### src/rtl/cabac_ep_if.sv
// Bundle between the bypass-bin sequencer and its neighbours: the parser command/result
// ports, the bitstream byte feed and the arithmetic-decoder engine controls.
interface cabac_ep_if #(
    parameter int MAX_BINS = 16,
    parameter int CNT_W    = 5,
    parameter int TOT_W    = 32
);
    logic                flush;
    logic                cmd_valid;
    logic                cmd_ready;
    logic [CNT_W-1:0]    cmd_nbins;
    logic                byte_valid;
    logic                byte_ready;
    logic [7:0]          byte_data;
    logic                eng_step;
    logic [7:0]          eng_data;
    logic                eng_byte_req;
    logic                eng_bin;
    logic                res_valid;
    logic                res_ready;
    logic [MAX_BINS-1:0] res_bins;
    logic [CNT_W-1:0]    res_count;
    logic                res_clamped;
    logic                busy;
    logic [TOT_W-1:0]    bin_total;
    logic [1:0]          dbg_state;

    modport slave (
        input  flush, cmd_valid, cmd_nbins, byte_valid, byte_data,
               eng_byte_req, eng_bin, res_ready,
        output cmd_ready, byte_ready, eng_step, eng_data, res_valid,
               res_bins, res_count, res_clamped, busy, bin_total, dbg_state
    );

    modport master (
        output flush, cmd_valid, cmd_nbins, byte_valid, byte_data,
               eng_byte_req, eng_bin, res_ready,
        input  cmd_ready, byte_ready, eng_step, eng_data, res_valid,
               res_bins, res_count, res_clamped, busy, bin_total, dbg_state
    );
endinterface

### src/rtl/cabac_ep_sequencer.sv
// Steps the CABAC bypass decoding engine once per requested bin, feeding it bitstream
// bytes on demand and packing the decoded bins MSB-first into a single result.
module cabac_ep_sequencer #(
    parameter int MAX_BINS = 16,
    parameter int CNT_W    = 5,
    parameter int TOT_W    = 32
) (
    input  logic       clk,
    input  logic       reset,
    cabac_ep_if.slave  bus
);
    typedef enum logic [1:0] {
        IDLE  = 2'd0,
        RUN   = 2'd1,
        STALL = 2'd2,
        DONE  = 2'd3
    } state_t;

    state_t              state_q;
    logic [CNT_W-1:0]    remaining_q;
    logic [CNT_W-1:0]    res_count_q;
    logic [MAX_BINS-1:0] shift_q;
    logic                res_clamped_q;
    logic [TOT_W-1:0]    bin_total_q;

    logic                stepping;
    logic                step;
    logic                req_clamp;
    logic [CNT_W-1:0]    nbins_clamped;

    // Every handshake transfers exactly on a cycle where valid & ready are both high;
    // ready never looks at valid, and flush/reset suppress all transfers that cycle.
    assign stepping       = (state_q == RUN || state_q == STALL) && !bus.flush && !reset;
    assign bus.byte_ready = stepping & bus.eng_byte_req;
    assign step           = stepping & (~bus.eng_byte_req | bus.byte_valid);
    assign bus.eng_step   = step;
    assign bus.eng_data   = bus.byte_ready ? bus.byte_data : 8'h00;

    assign req_clamp     = bus.cmd_nbins > CNT_W'(MAX_BINS);
    assign nbins_clamped = req_clamp ? CNT_W'(MAX_BINS) : bus.cmd_nbins;

    assign bus.cmd_ready   = (state_q == IDLE);
    assign bus.busy        = (state_q != IDLE);
    assign bus.res_valid   = (state_q == DONE);
    assign bus.res_bins    = shift_q;
    assign bus.res_count   = res_count_q;
    assign bus.res_clamped = res_clamped_q;
    assign bus.bin_total   = bin_total_q;
    assign bus.dbg_state   = state_q;

    always_ff @(posedge clk) begin
        if (reset) begin
            state_q       <= IDLE;
            remaining_q   <= '0;
            shift_q       <= '0;
            res_count_q   <= '0;
            res_clamped_q <= 1'b0;
            bin_total_q   <= '0;
        end else if (bus.flush) begin
            state_q       <= IDLE;
            remaining_q   <= '0;
            shift_q       <= '0;
            res_count_q   <= '0;
            res_clamped_q <= 1'b0;
        end else begin
            case (state_q)
                IDLE: begin
                    if (bus.cmd_valid) begin
                        remaining_q   <= nbins_clamped;
                        res_count_q   <= nbins_clamped;
                        res_clamped_q <= req_clamp;
                        shift_q       <= '0;
                        state_q       <= (nbins_clamped == '0) ? DONE : RUN;
                    end
                end
                RUN, STALL: begin
                    // A step taken from STALL is the byte arrival; it resumes RUN like any other.
                    if (step) begin
                        shift_q     <= {shift_q[MAX_BINS-2:0], bus.eng_bin};
                        remaining_q <= remaining_q - CNT_W'(1);
                        bin_total_q <= bin_total_q + TOT_W'(1);
                        state_q     <= (remaining_q == CNT_W'(1)) ? DONE : RUN;
                    end else begin
                        state_q <= STALL;
                    end
                end
                DONE: begin
                    if (bus.res_ready) state_q <= IDLE;
                end
                default: state_q <= IDLE;
            endcase
        end
    end
endmodule

### src/flat_wrapper.sv
// flat-port wrapper written by rule: the top's interface ports become plain ports
module cabac_ep_sequencer_flat 
#(
    parameter int MAX_BINS = 16,
    parameter int CNT_W    = 5,
    parameter int TOT_W    = 32
)
  (clk, reset, bus_flush, bus_cmd_valid, bus_cmd_nbins, bus_byte_valid, bus_byte_data, bus_eng_byte_req, bus_eng_bin, bus_res_ready, bus_cmd_ready, bus_byte_ready, bus_eng_step, bus_eng_data, bus_res_valid, bus_res_bins, bus_res_count, bus_res_clamped, bus_busy, bus_bin_total, bus_dbg_state);
  cabac_ep_if #(.MAX_BINS(MAX_BINS), .CNT_W(CNT_W), .TOT_W(TOT_W)) bus_i ();
  input  logic clk;
  input  logic reset;
  input wire logic [$bits(bus_i.flush)-1:0] bus_flush;
  input wire logic [$bits(bus_i.cmd_valid)-1:0] bus_cmd_valid;
  input wire logic [$bits(bus_i.cmd_nbins)-1:0] bus_cmd_nbins;
  input wire logic [$bits(bus_i.byte_valid)-1:0] bus_byte_valid;
  input wire logic [$bits(bus_i.byte_data)-1:0] bus_byte_data;
  input wire logic [$bits(bus_i.eng_byte_req)-1:0] bus_eng_byte_req;
  input wire logic [$bits(bus_i.eng_bin)-1:0] bus_eng_bin;
  input wire logic [$bits(bus_i.res_ready)-1:0] bus_res_ready;
  output wire logic [$bits(bus_i.cmd_ready)-1:0] bus_cmd_ready;
  output wire logic [$bits(bus_i.byte_ready)-1:0] bus_byte_ready;
  output wire logic [$bits(bus_i.eng_step)-1:0] bus_eng_step;
  output wire logic [$bits(bus_i.eng_data)-1:0] bus_eng_data;
  output wire logic [$bits(bus_i.res_valid)-1:0] bus_res_valid;
  output wire logic [$bits(bus_i.res_bins)-1:0] bus_res_bins;
  output wire logic [$bits(bus_i.res_count)-1:0] bus_res_count;
  output wire logic [$bits(bus_i.res_clamped)-1:0] bus_res_clamped;
  output wire logic [$bits(bus_i.busy)-1:0] bus_busy;
  output wire logic [$bits(bus_i.bin_total)-1:0] bus_bin_total;
  output wire logic [$bits(bus_i.dbg_state)-1:0] bus_dbg_state;
  assign bus_i.flush = bus_flush;
  assign bus_i.cmd_valid = bus_cmd_valid;
  assign bus_i.cmd_nbins = bus_cmd_nbins;
  assign bus_i.byte_valid = bus_byte_valid;
  assign bus_i.byte_data = bus_byte_data;
  assign bus_i.eng_byte_req = bus_eng_byte_req;
  assign bus_i.eng_bin = bus_eng_bin;
  assign bus_i.res_ready = bus_res_ready;
  assign bus_cmd_ready = bus_i.cmd_ready;
  assign bus_byte_ready = bus_i.byte_ready;
  assign bus_eng_step = bus_i.eng_step;
  assign bus_eng_data = bus_i.eng_data;
  assign bus_res_valid = bus_i.res_valid;
  assign bus_res_bins = bus_i.res_bins;
  assign bus_res_count = bus_i.res_count;
  assign bus_res_clamped = bus_i.res_clamped;
  assign bus_busy = bus_i.busy;
  assign bus_bin_total = bus_i.bin_total;
  assign bus_dbg_state = bus_i.dbg_state;
  cabac_ep_sequencer #(.MAX_BINS(MAX_BINS), .CNT_W(CNT_W), .TOT_W(TOT_W)) u_core (.clk(clk), .reset(reset), .bus(bus_i));
endmodule
### config.mk
export PLATFORM = sky130hd
export DESIGN_NAME = cabac_ep_sequencer_flat
export DESIGN_NICKNAME = d
export VERILOG_FILES = /design/src/rtl/cabac_ep_if.sv /design/src/rtl/cabac_ep_sequencer.sv /design/src/flat_wrapper.sv
export SDC_FILE = /design/constraint.sdc
export NUM_CORES = 1
export LEC_CHECK = 0
export CAP_MARGIN = 20
export CORE_MARGIN = 4
export CORE_UTILIZATION = 45
export CTS_CLUSTER_DIAMETER = 80
export DETAILED_ROUTE_END_ITERATION = 10
export GPL_ROUTABILITY_DRIVEN = 0
export PLACE_DENSITY_LB_ADDON = 0.08
export SLEW_MARGIN = 30
export SYNTH_ARGS = -nofsm -noshare
export SYNTH_HDL_FRONTEND = slang
export SYNTH_SLANG_ARGS = --single-unit
### constraint.sdc
create_clock -name clk -period 5.6 [get_ports clk]
set_input_delay 0.84 -clock clk [delete_from_list [all_inputs] [get_ports clk]]
set_output_delay 0.84 -clock clk [all_outputs]
set_load 0.01 [all_outputs]
# --- Yosys cells after proc, flatten, opt, wreduce, memory -nomap -nowiden ---
# Index checks and enable logic that the tools add are counted.
word_totals:
  reg_bits: 61
  input_bits: 21
  out_inout_bits: 69
  word_cells: 50
classes:
  addsub: 2
  order_cmp: 1
  n_eq_ne: 7
  muxes: 14
  bitwise: 5
  n_reduce_logical: 15
op_table:
  columns: ["operator", "n"]
  rows:
  - ["adder 32 x 1 -> 32 bit, second input constant", 1]
  - ["two-way mux 16 bit", 2]
  - ["one-hot mux 16 bit (2 select lines)", 1]
  - ["two-way mux 5 bit", 3]
  - ["two-way mux 2 bit", 5]
  - ["one-hot mux 5 bit (2 select lines)", 1]
  - ["two-way mux 8 bit", 1]
  - ["inequality test 2 bit, second input constant", 3]
  - ["one-hot mux 2 bit (3 select lines)", 1]
  - ["AND reduction 3 bit", 2]
  - ["== test 5 x 1 -> 1 bit, second input constant", 1]
  - ["> comparator 5 bit, second input constant", 1]
  - ["logical NOT 5 bit", 1]
  - ["subtractor 5 x 1 -> 5 bit, second input constant", 1]
  - ["== test 2 bit, second input constant", 2]
  - ["AND reduction 2 bit", 2]
  - ["nonzero test 2 bit", 2]
  - ["OR reduction 2 bit", 2]
  - ["bitwise AND 1 bit", 2]
  - ["== test 2 x 1 -> 1 bit, second input constant", 1]
  - ["logical AND 1 bit", 2]
  - ["logical NOT 1 bit", 2]
  - ["logical NOT 2 bit", 1]
  - ["inverter 1 bit", 2]
  - ["other kinds (2)", 2]

# --- Logic depth before layout (Yosys ltp) ---
# Gate-level depths: netlist of the first run.
depth:
  depth_word: 7
  depth_mapped: 9

# --- Worst setup path before layout of the first run ---
# OpenSTA, ideal clock, no wires.
synth_path:
  kind: "input port to output port"
  start: "input reset"
  end: "output bus_eng_data[0]"
  t_arrival_ps: 1807
  required_time_ps: 4760
  slack_ps: 2953
  cell_stages: 5
  path_cell_list: "buf_2 -> nor2_1 -> and3_1 -> clkbuf_1 -> and2_1"
synth_via:
  elab_chain_len: 4
synth_rtl:
  columns: ["item", "line", "source"]
  rows:
  - ["from (decl)", "flat_wrapper.sv:11", "input logic reset;"]
  - ["logical NOT 1 bit", "cabac_ep_sequencer.sv:33", "assign stepping = (state_q == RUN || state_q == STALL) && !bus.flush && !reset;"]
  - ["logical AND 1 bit", "cabac_ep_sequencer.sv:33", null]
  - ["bitwise AND 1 bit", "cabac_ep_sequencer.sv:34", "assign bus.byte_ready = stepping & bus.eng_byte_req;"]
  - ["net bus_byte_ready", "flat_wrapper.sv:21", "output wire logic [$bits(bus_i.byte_ready)-1:0] bus_byte_ready;"]
  - ["two-way mux 8 bit", "cabac_ep_sequencer.sv:37", "assign bus.eng_data = bus.byte_ready ? bus.byte_data : 8'h00;"]
  - ["to (decl)", "flat_wrapper.sv:23", "output wire logic [$bits(bus_i.eng_data)-1:0] bus_eng_data;"]
# The timed path passes the listed nets, and every way through them passes these cells.

# --- Worst setup path after layout of the first run ---
layout_path:
  start: "input reset"
  end: "output bus_eng_data[5]"
layout_via:
  elab_chain_len: 4
layout_rtl:
  columns: ["item", "line"]
  rows:
  - ["logical NOT 1 bit", "cabac_ep_sequencer.sv:33"]
  - ["logical AND 1 bit", "cabac_ep_sequencer.sv:33"]
  - ["bitwise AND 1 bit", "cabac_ep_sequencer.sv:34"]
  - ["two-way mux 8 bit", "cabac_ep_sequencer.sv:37"]
# Every way passes these cells.

==> impl_metrics.tcl, run 1 <==
set metrics [dict create \
    timing.fmax_mhz 267 \
    drtIter0Drc 213 \
    synthDistinctLibCells 47 \
    finalHoldWorstSlack_ns 0.469 \
    clock_latency_ns 0.33 \
    critical_path_peak_fanout 35 \
    final_antenna_net_count 0 \
    layout-drive-gt1-share_pct 5.36 \
    die_h_um 89.6 \
    maxSlewViolCount 0 \
    cpMostUsedCell "clkdlybuf4s50_1" \
    core_area_um2 6420 \
    syn-num-nets 383 \
    m1WireLength_um 3690 \
    fin_crit_sh_pct 66.8 \
    cp_slowest_cell "clkdlybuf4s50_1" \
    route.met3.wl_um 439 \
    initial_utilization_pct 46.7 \
    met2WireLength_um 3340 \
    postSynthCellCount 357 \
    async_flop_share_pct 0 \
    grt_max_degree 36 \
    grt_util_all_layers_pct 19.5 \
    rows 29 \
    drc 0 \
    first_global_vias 2581 \
    vias 2796 \
    ys_seq_elements 61 \
    slowest_delay_ns 0.54 \
    antenna_found_initial 0 \
    leakage_nw 1.52 \
    syn_area_um2 3000 \
    peakVddDrop_uv 135 \
    relSlewSlack_pct 57.7 \
    ys_warn_count 0 \
    cts_buffer_depth 2 \
    netSwitchingPower_w 0.000225 \
    io_pins 90 \
    tns_ns 0 \
    grt_overflow_total 0 \
    stdcell_count 525 \
    cts_setup_buffers 0 \
    cp_data_arrival_time_ns 2.90 \
    synth_top_cell_by_area "dfxtp_1" \
    cp_cell_sequence "clkdlybuf4s50_1, buf_4, nor2_1, and3_1, and2_1, clkdlybuf4s50_1" \
    p_per_area_nw_per_um2 221 \
    max_cap_viol_count 0 \
    cp-start-kind "input pin" \
    via_per_inst 5.33 \
    dp_hpwl_um 5450 \
    place_area_um2 3940 \
    synth-main-ff-cell "dfxtp_1" \
    hp-class "flip-flop to flip-flop" \
    hold_buffers 0 \
    ys_seq_area_share_pct 40.7 \
    portBuffers 89 \
    skew_ns 0.0130 \
    antennaDiodeCount 0 \
    min_period_ns 3.74 \
    cts_tree "yes" \
    cts_resized 0 \
    synth_area_leaders "dfxtp_1 41%, nor2_1 7.6%, mux2i_1 7.0%" \
    p_clk_share_pct 41.0 \
    nNetsFinal 469 \
    crit_path_end_kind "primary output" \
    clk_pin_slew_worst_paths_ns 0.06 \
    h-tree-depth 3 \
    worst_slew_pin_slew_ns 0.632 \
    rsz0062_at_grt "false" \
    required_ns 4.76 \
    die_w_um 89.6 \
    wl_per_cell_um 14.5 \
    die-area_um2 8030 \
    numCtsBuffers 9 \
    p_sw_share_pct 24.6 \
    p_seq_share_pct 48.2 \
    critPathBufInv 3 \
    area_delta_synth_final_pct 38.1 \
    clkSinkCount 61 \
    dr.pass1.iters 4 \
    root_buffer "clkbuf_8" \
    topRoutingLayerUsed "met4" \
    syn_avg_cell_area_um2 8.40 \
    hold_violations 0 \
    fin_area_um2 4140 \
    combPwrFrac_pct 10.8 \
    synth-edff-count 0 \
    routed_wl_um 7600 \
    critPathKind "input pin to primary output" \
    p_int_w 0.000690 \
    pre_cts_ws_ns 1.84 \
    setup_violations 0 \
    setup_slack_ns 1.86 \
    yosysTopAreaCellShare_pct 40.7 \
    grt_pass1_wl_um 12200 \
    post-place-cells 508 \
    crit_family "buffers and inverters" \
    outcome "complete, no violations" \
]
-- power by group through the flow --
stage / Sequential [W] / Combinational (W) / Clock (W)
after CTS: 0.000441 / 0.0000961 / 0.000386
after global placement: 0.000451 / 0.0000948 / 0
final: 0.000441 / 0.0000986 / 0.000375
after floorplan: 0.000451 / 0.0000596 / 0
after global routing: 0.000442 / 0.000108 / 0.000407
after detailed placement: 0.000451 / 0.0000956 / 0
-- sequential cells by signal (all words and copies together), names as in the netlist --
register	flops
u_core.remaining_q	5
u_core.bus.bin_total	32
u_core.bus.res_bins	16
u_core.bus.res_count	5
u_core.bus.dbg_state	2
u_core.bus.res_clamped	1
-- layout make-up --
| type | instances | area, µm² |
|---|---|---|
| fill | 578 | 2280 |
| multi-input combinational | 267 | 1670 |
| sequential | 61 | 1220 |
| timing repair buffer | 92 | 921 |
| clock buffer | 10 | 128 |
| tap | 77 | 96.3 |
| clock inverter | 6 | 63.8 |
| inverter | 12 | 45.0 |
-- layer usage --
metal | up-vias | GRT usage [%]
met1 | 1305 | 28.1
met2 | 86 | 28.1
met5 | - | 0
li1 | 1397 | -
met3 | 8 | 5.29
met4 | 0 | 6.77
-- final timing paths --
path / startpoint / end / slack [ns] / cells after the start
setup / recovery: reset / bus_eng_data[5] / 1.86 / 6
hold / removal: u_core.bus.res_count[4]$_SDFFE_PP0P_ / u_core.bus.res_count[4]$_SDFFE_PP0P_ / 0.47 / 2
setup reg to reg: u_core.bus.dbg_state[0]$_SDFFE_PP0P_ / u_core.bus.bin_total[29]$_SDFFE_PP0P_ / 2.91 / 7
hold reg to reg: u_core.bus.res_count[4]$_SDFFE_PP0P_ / u_core.bus.res_count[4]$_SDFFE_PP0P_ / 0.47 / 2
-- layout by cell type (no fill, tap or decap), types with 3 or more instances in the layout --
cell	netlist	final
nand4b_1	3	3
ha_1	5	5
xor2_1	14	14
nand2b_1	3	3
dfxtp_1	61	61
nand2_1	17	17
inv_1	11	11
a21oi_1	21	21
or3_1	8	8
nor3b_1	3	3
nor2_1	61	61
mux2i_1	21	21
nor4_1	3	3
and3_1	5	5
nand4_1	17	17
and2_1	25	25
nand3_1	10	10
o21ai_0	3	3
nor3_1	7	7
clkbuf_8	0	9
o21ai_1	8	8
clkdlybuf4s50_1	0	89
xnor2_1	7	7
nor2b_1	3	3
-- through the flow --
step	util (%)	power, W
2_1_floorplan	-	0.000511
3_3_place_gp	61.3	0.000546
3_5_place_dp	61.3	0.000547
4_1_cts	64.3	0.000924
5_1_grt	64.5	0.000957
6_report	64.5	0.000915
-- synth_stat cells (2+ instances only) --
cell type	number
o21a_1	2
ha_1	5
dfxtp_1	61
nand3_1	10
xor2_1	14
nor3_1	7
clkbuf_1	15
and2_1	25
mux2i_1	21
or3_1	8
and3_1	5
nor2_1	61
nor2b_1	3
inv_1	11
buf_2	2
nand4_1	17
nor3b_1	3
nand4b_1	3
o21ai_0	3
o21ai_1	8
xnor2_1	7
nor4_1	3
nand2_1	17
nand2b_1	3
a21oi_1	21
-- kinds of logic after synthesis --
family          synth area share, %
simple gates                   32.3
flops                          40.7
compound gates                 8.01
buf+inv                        3.71
xor+xnor                       6.13
mux                            7.01
fa+ha+maj                      2.09
-- worst reg2reg max path, cell delays in order, from the launching register on --
cell and delay (ns):
dfxtp_1 0.38, inv_1 0.06, ha_1 0.48, or3b_4 0.45, nor3_4 0.44, nand4_1 0.23
or4_1 0.44, a21oi_1 0.15
No activity file was read; power rests on OpenSTA's default activity.
==> run 2, diff against run 1 <==
Settings changed: CORE_UTILIZATION 45 to 43.
Clock period 5.6 ns to 3.28 ns, I/O delays scaled along.
==> run 2 against run 1 <==
Sequential share of layout area fell by 0.70 points. Hold slack barely moved. Clock skew fell by 0.0034 ns. Critical endpoint is now bus_eng_data[3]. Largest cell class unchanged. Largest power group is now the clock network.
==> impl_metrics.tcl, run 2 (synthesis results as in run 1) <==
set metrics [dict create \
    cts_setup_buffers 0 \
    rsz0062_at_grt "false" \
    via_per_inst 5.08 \
    worst_slew_pin_slew_ns 0.541 \
    cp-start-kind "flip-flop" \
    antenna_found_initial 0 \
    fin_crit_sh_pct 86.9 \
    nNetsFinal 474 \
    grt_pass1_wl_um 12800 \
    clock_latency_ns 0.33 \
    final_cell_mix "89 x clkdlybuf4s50_1, 61 x nor2_1, 61 x dfxtp_1" \
    routed_wl_um 7540 \
    hold_buffers 0 \
    root_buffer "clkbuf_8" \
    max_cap_viol_count 0 \
    critical_path_peak_fanout 13 \
    drtIter0Drc 71 \
    initial_utilization_pct 44.1 \
    p_int_w 0.00133 \
    netSwitchingPower_w 0.000398 \
    numCtsBuffers 9 \
    timing.fmax_mhz 351 \
    layout_commonest_cell "clkdlybuf4s50_1" \
    cts_tree "yes" \
    relSlewSlack_pct 63.8 \
    dp_hpwl_um 5520 \
    die_h_um 91.5 \
    largest_reg_flops 32 \
    io_pins 90 \
    skew_ns 0.00962 \
    cp_data_arrival_time_ns 2.36 \
    min_period_ns 2.85 \
    final_antenna_net_count 0 \
    peakVddDrop_uv 336 \
    hp-class "flip-flop to flip-flop" \
    vias 2789 \
    area_delta_synth_final_pct 41.5 \
    first_global_vias 2723 \
    maxSlewViolCount 0 \
    cts_resized 0 \
    grt_util_all_layers_pct 18.5 \
    leakage_nw 1.56 \
    core_area_um2 6790 \
    p_clk_share_pct 46.9 \
    p_seq_share_pct 43.5 \
    wl_per_cell_um 13.7 \
    cp_cell_sequence "inv_1, ha_1, and3_1, and2_1, clkdlybuf4s50_1" \
    die_w_um 91.5 \
    crit_path_end_kind "primary output" \
    setup_violations 0 \
    portBuffers 89 \
    antennaDiodeCount 0 \
    hold_violations 0 \
    critPathKind "flip-flop to primary output" \
    required_ns 2.79 \
    drc 0 \
    fillerInstances 639 \
    layout-drive-gt1-share_pct 6.18 \
    p_sw_share_pct 23.0 \
    grt_overflow_total 0 \
    clkSinkCount 61 \
    h-tree-depth 3 \
    tns_ns 0 \
    grt_max_degree 25 \
    slowest_delay_ns 0.55 \
    cts_buffer_depth 2 \
    die-area_um2 8380 \
    p_per_area_nw_per_um2 408 \
    crit_family "buffers and inverters" \
    dr.pass1.iters 4 \
    combPwrFrac_pct 9.6 \
    finalHoldWorstSlack_ns 0.469 \
    critPathBufInv 2 \
    cp_slowest_cell "clkdlybuf4s50_1" \
    clk_pin_slew_worst_paths_ns 0.07 \
    outcome "complete, no violations" \
    rows 30 \
]
run 2: metal layers:
metal	routed length [µm]	track usage (%)	vias up
met5	0	0	-
met4	44	5.65	0
met3	485	6.38	4
met2	3700	30.4	74
met1	3300	22.6	1302
li1	-	-	1409
run 2: worst paths after layout:
check                                       startpoint                                    end  slack, ns  depth (start not counted)
setup / recovery  u_core.bus.dbg_state[0]$_SDFFE_PP0P_                        bus_eng_data[3]       0.43                          5
hold / removal    u_core.bus.res_count[4]$_SDFFE_PP0P_   u_core.bus.res_count[4]$_SDFFE_PP0P_       0.47                          2
setup reg to reg  u_core.bus.dbg_state[0]$_SDFFE_PP0P_  u_core.bus.bin_total[29]$_SDFFE_PP0P_       0.80                          7
hold reg to reg   u_core.bus.res_count[4]$_SDFFE_PP0P_   u_core.bus.res_count[4]$_SDFFE_PP0P_       0.47                          2
run 2: area by class of cell:
cell class | instances | area (µm²) | share of cell area, %
Multi-Input combinational cell | 267 | 1670 | 39.3
Timing Repair Buffer | 97 | 951 | 22.4
Clock buffer | 10 | 128 | 3.01
Clock inverter | 6 | 111 | 2.62
Sequential cell | 61 | 1220 | 28.8
Inverter | 12 | 45.0 | 1.06
Tap cell | 96 | 120 | 2.83
run 2: power by group through the flow:
stage / combinational [W] / clock (W) / sequential [W]
floorplan: 0.000102 / 0 / 0.000771
global placement: 0.000166 / 0 / 0.000770
detailed placement: 0.000167 / 0 / 0.000771
CTS: 0.000167 / 0.000829 / 0.000753
global route: 0.000183 / 0.000860 / 0.000754
finish: 0.000165 / 0.000812 / 0.000754
run 2: stage by stage:
stage	area [µm²]	total power [W]	worst slack (ns)	instances	util [%]
finish	4240	0.00173	0.429	549	62.4
global placement	4000	0.000936	0.548	533	58.9
CTS	4240	0.00175	0.403	549	62.4
detailed placement	4000	0.000937	0.455	533	58.9
global route	4240	0.00180	0.231	549	62.4
floorplan	3000	0.000873	0.998	357	-
run 2: worst reg2reg max path, cell delays in order, from the launching register on:
cell	delay, ns
dfxtp_1	0.40
inv_1	0.06
ha_1	0.50
or3b_4	0.45
nor3_4	0.25
nand4_1	0.16
or4_1	0.44
a21oi_1	0.16
==> run 3, diff against run 2 <==
Settings changed: SLEW_MARGIN 30 to 20.
==> results of run 3 <==
Same layout as run 2: the final DEF is identical, and so are final timing and power.
